**config.mk**
```make
export PLATFORM = sky130hd
export DESIGN_NAME = mem_arbiter
export DESIGN_NICKNAME = d
export VERILOG_FILES = /design/src/rtl/mem_pkg.sv /design/src/rtl/rr_arb2.sv /design/src/rtl/mem_arbiter.sv
export SDC_FILE = /design/constraint.sdc
export NUM_CORES = 1
export LEC_CHECK = 0
export ABC_AREA = 1
export BUFFER_PORTS_ARGS = -buffer_cell sky130_fd_sc_hd__clkbuf_2
export CAP_MARGIN = 20
export CORE_MARGIN = 2
export CORE_UTILIZATION = 34
export CTS_CLUSTER_SIZE = 14
export DETAILED_ROUTE_END_ITERATION = 6
export PLACE_DENSITY_LB_ADDON = 0.2
export SLEW_MARGIN = 20
export SYNTH_ARGS = -nofsm -noshare
export SYNTH_HDL_FRONTEND = slang
export SYNTH_SLANG_ARGS = --single-unit
```
**constraint.sdc**
```tcl
create_clock -name clk -period 1.3 [get_ports clk]
set_input_delay 0.065 -clock clk [delete_from_list [all_inputs] [get_ports clk]]
set_output_delay 0.065 -clock clk [all_outputs]
set_load 0.03 [all_outputs]
```
**src/rtl/mem_pkg.sv**
```systemverilog
// Shared definitions for the scratch-RAM arbiter: default RAM geometry and
// requester identifiers.
package mem_pkg;

  localparam int unsigned DW = 4;  // RAM data width
  localparam int unsigned AW = 5;  // RAM address width (32 words)

  // Requester identifiers; also the index of each requester in grant vectors.
  localparam logic REQ_CPU = 1'b0;
  localparam logic REQ_DBG = 1'b1;

endpackage : mem_pkg

```
**src/rtl/rr_arb2.sv**
```systemverilog
// Two-way round-robin grant logic with its priority pointer.
// Ports:
//   clk, rst_n : clock, asynchronous active-low reset
//   req[1:0]   : request vector, bit i = requester i
//   gnt[1:0]   : one-hot (or zero) grant, combinational, forced 0 in reset
module rr_arb2 (
  input  logic       clk,
  input  logic       rst_n,
  input  logic [1:0] req,
  output logic [1:0] gnt
);

  logic prio;  // requester preferred when both request

  // Grant: a lone requester always wins; on contention the pointer decides.
  always_comb begin
    gnt = 2'b00;
    if (rst_n) begin
      if (req == 2'b11) begin
        gnt[prio] = 1'b1;
      end else begin
        gnt = req;
      end
    end
  end

  // After any grant the loser of this cycle becomes preferred (prio <= ~winner).
  always_ff @(posedge clk or negedge rst_n) begin
    if (!rst_n) begin
      prio <= 1'b0;
    end else if (|gnt) begin
      prio <= gnt[0];
    end
  end

endmodule : rr_arb2

```
**src/rtl/mem_arbiter.sv**
```systemverilog
// Round-robin arbiter/sequencer in front of the 32xDW synchronous scratch RAM.
// Issues at most one RAM operation per cycle and routes read data (1-cycle
// latency) back to the requester that issued the read.
// Ports:
//   clk, rst_n               : clock, asynchronous active-low reset
//   req*/we*/addr*/wdata*    : requester commands (0 = CPU, 1 = debug/load)
//   gnt*                     : command accepted this cycle (combinational)
//   rvalid*/rdata*           : read return per requester
//   mem_read/mem_write       : RAM enables
//   mem_read_address         : RAM read address
//   mem_write_address        : RAM write address
//   mem_data_to_write        : RAM write data
//   mem_data_read            : RAM registered read data
module mem_arbiter #(
  parameter int unsigned DW = mem_pkg::DW,
  parameter int unsigned AW = mem_pkg::AW
) (
  input  logic          clk,
  input  logic          rst_n,
  input  logic          req0,
  input  logic          we0,
  input  logic [AW-1:0] addr0,
  input  logic [DW-1:0] wdata0,
  input  logic          req1,
  input  logic          we1,
  input  logic [AW-1:0] addr1,
  input  logic [DW-1:0] wdata1,
  output logic          gnt0,
  output logic          gnt1,
  output logic          rvalid0,
  output logic          rvalid1,
  output logic [DW-1:0] rdata0,
  output logic [DW-1:0] rdata1,
  output logic          mem_read,
  output logic          mem_write,
  output logic [AW-1:0] mem_read_address,
  output logic [AW-1:0] mem_write_address,
  output logic [DW-1:0] mem_data_to_write,
  input  logic [DW-1:0] mem_data_read
);

  logic [1:0]    gnt;
  logic          granted;
  logic          winner;
  logic          sel_we;
  logic [AW-1:0] sel_addr;
  logic [DW-1:0] sel_wdata;
  logic          pend_rd;
  logic          pend_id;

  rr_arb2 u_arb (
    .clk   (clk),
    .rst_n (rst_n),
    .req   ({req1, req0}),
    .gnt   (gnt)
  );

  assign gnt0    = gnt[0];
  assign gnt1    = gnt[1];
  assign granted = |gnt;
  assign winner  = gnt[1] ? mem_pkg::REQ_DBG : mem_pkg::REQ_CPU;

  // Command mux: the winner's command drives the RAM; idle cycles drive zeros.
  always_comb begin
    sel_we            = (winner == mem_pkg::REQ_DBG) ? we1    : we0;
    sel_addr          = (winner == mem_pkg::REQ_DBG) ? addr1  : addr0;
    sel_wdata         = (winner == mem_pkg::REQ_DBG) ? wdata1 : wdata0;
    mem_write         = granted & sel_we;
    mem_read          = granted & ~sel_we;
    mem_write_address = mem_write ? sel_addr  : AW'(0);
    mem_read_address  = mem_read  ? sel_addr  : AW'(0);
    mem_data_to_write = mem_write ? sel_wdata : DW'(0);
  end

  // Remember who issued last cycle's read so the RAM output can be steered.
  always_ff @(posedge clk or negedge rst_n) begin
    if (!rst_n) begin
      pend_rd <= 1'b0;
      pend_id <= mem_pkg::REQ_CPU;
    end else begin
      pend_rd <= mem_read;
      pend_id <= winner;
    end
  end

  assign rvalid0 = pend_rd & (pend_id == mem_pkg::REQ_CPU);
  assign rvalid1 = pend_rd & (pend_id == mem_pkg::REQ_DBG);
  assign rdata0  = rvalid0 ? mem_data_read : DW'(0);
  assign rdata1  = rvalid1 ? mem_data_read : DW'(0);

endmodule : mem_arbiter

```
### Word level (Yosys, flattened, before mapping)

Index checks and enable logic that the tools add are counted.

* magnitude comparators: 2
* eq/ne operators: 1
* multiplexer cells: 13
* bitwise logic cells: 6
* reduce and logical (&&, ||, !) cells: 2

Operators by type and width (number)
* $mux 4: 4
* $mux 5: 3
* $and 1x1->1: 4
* $mux 2: 2
* $mux 1: 3
* $eq 2x2->1 const B: 1
* $lt 1x2->1 const B: 1
* $not 1->1: 2
* $reduce_or 2->1: 1
* $demux 1 s1: 1
* $ge 1x1->1 const B: 1
* $logic_and 1x1->1: 1

* flip-flop bits (word level): 3
* bits of input ports: 28
* output and inout port bits: 28
* logic and storage cells: 27

### Logic depth before layout (Yosys ltp)

* depth after elaboration: 11
* gate-level depth with buffers: 7
* depth with buffers taken out: 7

### Modules after synthesis

Synthesis repeated with hierarchy kept, for this count alone.

* cell total of the unflattened synthesis: 83
* area total of the unflattened synthesis: 478.0 um2

By module, submodules not included
* mem_arbiter: times used 1, cells an instance 72, area each 414.1 um2, sequential area each 50.0 um2
* rr_arb2: times used 1, cells an instance 11, area each 63.8 um2, sequential area each 25.0 um2

### Worst setup path after synthesis

No wires, ideal clock.

* path type: reg-to-output
* start: reg pend_id
* end: out rdata0[0]
* arrival time: 1.413 ns
* required time: 1.235 ns
* slack: -0.178 ns
* stages on the path, launching flop included: 4
* path buffers: 0
* cell sequence: dfrtp_1 nor2_1 inv_1 nor2_1

* cells in the longest elaborated chain, start to end: 3

Ends and longest elaborated chain
* start, declared: RTL line mem_arbiter.sv:49 `logic pend_id;`
* start signal, assigned: RTL line mem_arbiter.sv:79 `pend_id <= mem_pkg::REQ_CPU;`
* start signal, assigned: RTL line mem_arbiter.sv:82 `pend_id <= winner;`
* $not 1->1: RTL line mem_arbiter.sv:86 `assign rvalid0 = pend_rd & (pend_id == mem_pkg::REQ_CPU);`
* $and 1x1->1: RTL line mem_arbiter.sv:86
* net rvalid0: RTL line mem_arbiter.sv:30 `output logic rvalid0,`
* $mux 4: RTL line mem_arbiter.sv:88 `assign rdata0 = rvalid0 ? mem_data_read : DW'(0);`
* end, declared: RTL line mem_arbiter.sv:32 `output logic [DW-1:0] rdata0,`

The timed path passes the listed nets, and every way through them passes these cells.

### Worst setup path after layout

* start: reg u_arb.prio
* end: out mem_read_address[3]

* cells in the longest elaborated chain, start to end: 11
* elaborated cells between the ends (all ways): 14
* classes of those cells: order compare (2); mux (8); bitwise (2); reduce/logical (2)

Ends and longest elaborated chain
* start, declared: RTL line rr_arb2.sv:13 `logic prio;`
* start signal, assigned: RTL line rr_arb2.sv:32 `prio <= gnt[0];`
* $lt 1x2->1 (not written as such) / $ge 1x1->1 (equally long branches): RTL line rr_arb2.sv:20 `gnt[prio] = 1'b1;`
* $logic_and 1x1->1 (not written as such): RTL line rr_arb2.sv:20
* $mux 1 (not written as such): RTL line rr_arb2.sv:20
* $demux 1 s1 *
* $mux 2 *: RTL line rr_arb2.sv:19 `if (req == 2'b11) begin`
* $mux 2 *: RTL line rr_arb2.sv:18 `if (rst_n) begin`
* $mux 1: RTL line mem_arbiter.sv:61 `assign winner = gnt[1] ? mem_pkg::REQ_DBG : mem_pkg::REQ_CPU;`
* $mux 1: RTL line mem_arbiter.sv:65 `sel_we = (winner == mem_pkg::REQ_DBG) ? we1 : we0;`
* $not 1->1: RTL line mem_arbiter.sv:69 `mem_read = granted & ~sel_we;`
* $and 1x1->1: RTL line mem_arbiter.sv:69
* $mux 5 *: RTL line mem_arbiter.sv:71 `mem_read_address = mem_read ? sel_addr : AW'(0);`
* end, declared: RTL line mem_arbiter.sv:36 `output logic [AW-1:0] mem_read_address,`

Mark *: on every way between the ends. The rest lies on a longest branch, timed or not.

==> flow_summary.yaml <==
detailed_routing:
  num_vias: 735
  wirelength_um: 1600
  drc: 0
  wl_per_cell_um: 9.48
  first_iter_violations: 3
  drt_pass1_iterations: 4
  drt.antenna.violating_nets: 0
  vias_per_cell: 4.35
power:
  comb_power_share_pct: 62.0
  seqPwrFrac_pct: 15.4
  ir_drop_mv: 0.421
  switching_share_pct: 44.2
  internal_power_uw: 387
  power_uw: 693
  leakagePower_uw: 0.000657
  switching_power_uw: 306
  pwr-share-clk_pct: 22.6
  powerDensity_mw_per_mm2: 675
timing:
  final_hold_viol_count: 0
  clock_skew_ps: 0.851
  finalCritPeriodShare_pct: 108
  worstMarginPinSlew_ps: 318
  worst_slack_ps: -108
  rsz0062_at_grt: "true"
  report.final.slew_viol_count: 0
  relSlewSlack_pct: 78.7
  post-route-min-period_ps: 1410
  setup_violations: 16
  clock.fmax_mhz: 710
worst_setup_path:
  worstPathArrival_ps: 1340
  required_ps: 1240
  startpoint_type: "flop"
  crit_type: "flop to output pin"
  rr_worst_depth: 5
  worstReg2RegEnd: "u_arb.prio"
  timing.rr.start: "u_arb.prio"
  cp_max_fo: 8
  end_kind: "output pin"
  ff2ff_setup_slack_ps: 270
cells_and_area:
  drive_gt1_share_pct: 59.5
  final_common_cell: "clkbuf_2"
  fillers: 124
  final_core_util_pct: 69.8
  design_area_mm2: 0.00103
  final_net_count: 182
  syn_to_final_growth_pct: 95.9
  regArea_um2: 75.1
  multi_input_area_um2: 405
  layout_common_cells: "clkbuf_2, inv_1, nor2_1"
  antennaDiodeCount: 0
grt:
  grt_pass1_wl_um: 2530
  grt_max_degree: 9
  antenna_found_initial: 0
  grtUsageTotal_pct: 17.9
  grt_pass1_vias: 631
  grt_use_met2_pct: 34.9
  grt_most_used_layer: "met2"
  grtUsageMet1_pct: 18.3
  grt-ovfl-total: 0
  met3_usage_pct: 3.83
die:
  fp.dieW_um: 43.3
  initial_core_util_pct: 35.6
  rows: 14
  dieArea_mm2: 0.00187
  die_h_um: 43.3
  core-area_mm2: 0.00147
  ios: 56
yosys:
  synth_warnings: 0
  postSynthCellCount: 88
  synth_nets: 116
  syn_area_um2: 524
  yosysTopAreaCell: "inv_1"
  syn_avg_cell_area_um2: 5.96
  synth_top_area_share_pct: 17.2
  synth-seq-area-share_pct: 14.3
  ys_ff_latch: 3
  yosysUniqueCellTypes: 14
  ys_top_cells_by_area: "inv_1, nor2_1, dfrtp_1"
clock_tree:
  htreeDepth: 1
  cts.sinks: 3
  clock_path_buffers: 2
  numCtsBuffers: 3
  cts-root-buf: "clkbuf_4"
  cts_tree: "yes"
  insertion_delay_ps: 230
  path_clk_slew_ps: 30
run:
  drv_cap: 0
placement:
  dp_hpwl_um: 1150
  io_buffers: 55
  place_ws_ps: 8.55
  place_area_um2: 847
  routabilityCongestion: 0.688
run_status:
  status: "finished with violations"
  violations: "negative setup slack"
worst_hold_path:
  hp-start: "req1"
  hp-class: "input port to flop"
  whs_endpoint: "u_arb.prio"
  hold_path_depth: 4
## Yosys cell counts, drive strengths merged
cell / instances
o21ai: 6
nand3: 8
buf: 1
inv: 24
nand2: 21
clkinv: 1
nor2: 23
o21bai: 1
dfrtp: 3
## per-layer routing
layer	part of all wire, %	up-vias
li1	-	389
met1	38	312
met2	53	32
met3	8.1	2
met4	0.31	0
met5	0	-
## worst max-delay path, cell delays in order (launching register included)
cell and delay (ps):
dfrtp_1 370, inv_2 80, nand2_4 80, nand2_8 120, buf_12 140, o21ai_2 60, nor2_1 100, buf_4 170
## area by class of cell
type | count | share of cell area, %
Clock buffer | 4 | 2.56
Inverter | 25 | 9.62
Multi-Input combinational cell | 60 | 39.5
Sequential cell | 3 | 7.31
Tap cell | 16 | 1.95
Timing Repair Buffer | 61 | 39.1
## power groups by stage
| stage | Sequential (uW) | Combinational (uW) | Clock, uW |
|---|---|---|---|
| after floorplan | 106 | 244 | 0 |
| after global placement | 106 | 353 | 0 |
| after detailed placement | 107 | 357 | 0 |
| after CTS | 106 | 412 | 163 |
| after global routing | 107 | 463 | 181 |
| final | 106 | 430 | 157 |
## state kept, by name (all words and copies together) (netlist names)
name,count
pend_id,1
pend_rd,1
u_arb.prio,1
## metrics by stage
stage / hold WS, ps / cells / TNS, ps
after CTS: 176 / 168 / -1310
after floorplan: -231 / 88 / -250
after global placement: -116 / 161 / 0
after global routing: 208 / 169 / -2880
final: 186 / 169 / -1220
after detailed placement: -115 / 161 / 0
## worst max-delay path by stage
| stage | start | to | cells past startpoint |
|---|---|---|---|
| 6_report | u_arb.prio | mem_read_address[3] | 7 |
| 5_1_grt | u_arb.prio | mem_read_address[2] | 8 |
| 4_1_cts | u_arb.prio | mem_read_address[0] | 8 |
| 3_5_place_dp | u_arb.prio | mem_read_address[0] | 6 |
| 3_3_place_gp | u_arb.prio | mem_read_address[0] | 6 |
| 2_1_floorplan | u_arb.prio | mem_read_address[4] | 6 |
## cells by family (layout without fill, tap and decap cells)
| family | after synthesis | after routing | synth area share, % |
|---|---|---|---|
| flip-flops | 3 | 3 | 14.3 |
| AND/OR/NAND/NOR | 52 | 53 | 52.3 |
| AO/OA/AOI/OAI | 7 | 7 | 10.7 |
| buffers and inverters | 26 | 90 | 22.7 |
## timing repair
action,CTS,global route
gates cloned,1,0
hold endpoints to repair,3,0
setup buffers,1,1
setup endpoints to repair,17,17
pin swaps,14,6
gates resized for setup,29,21
hold buffers,1,0
(Power assumes the default switching activity.)
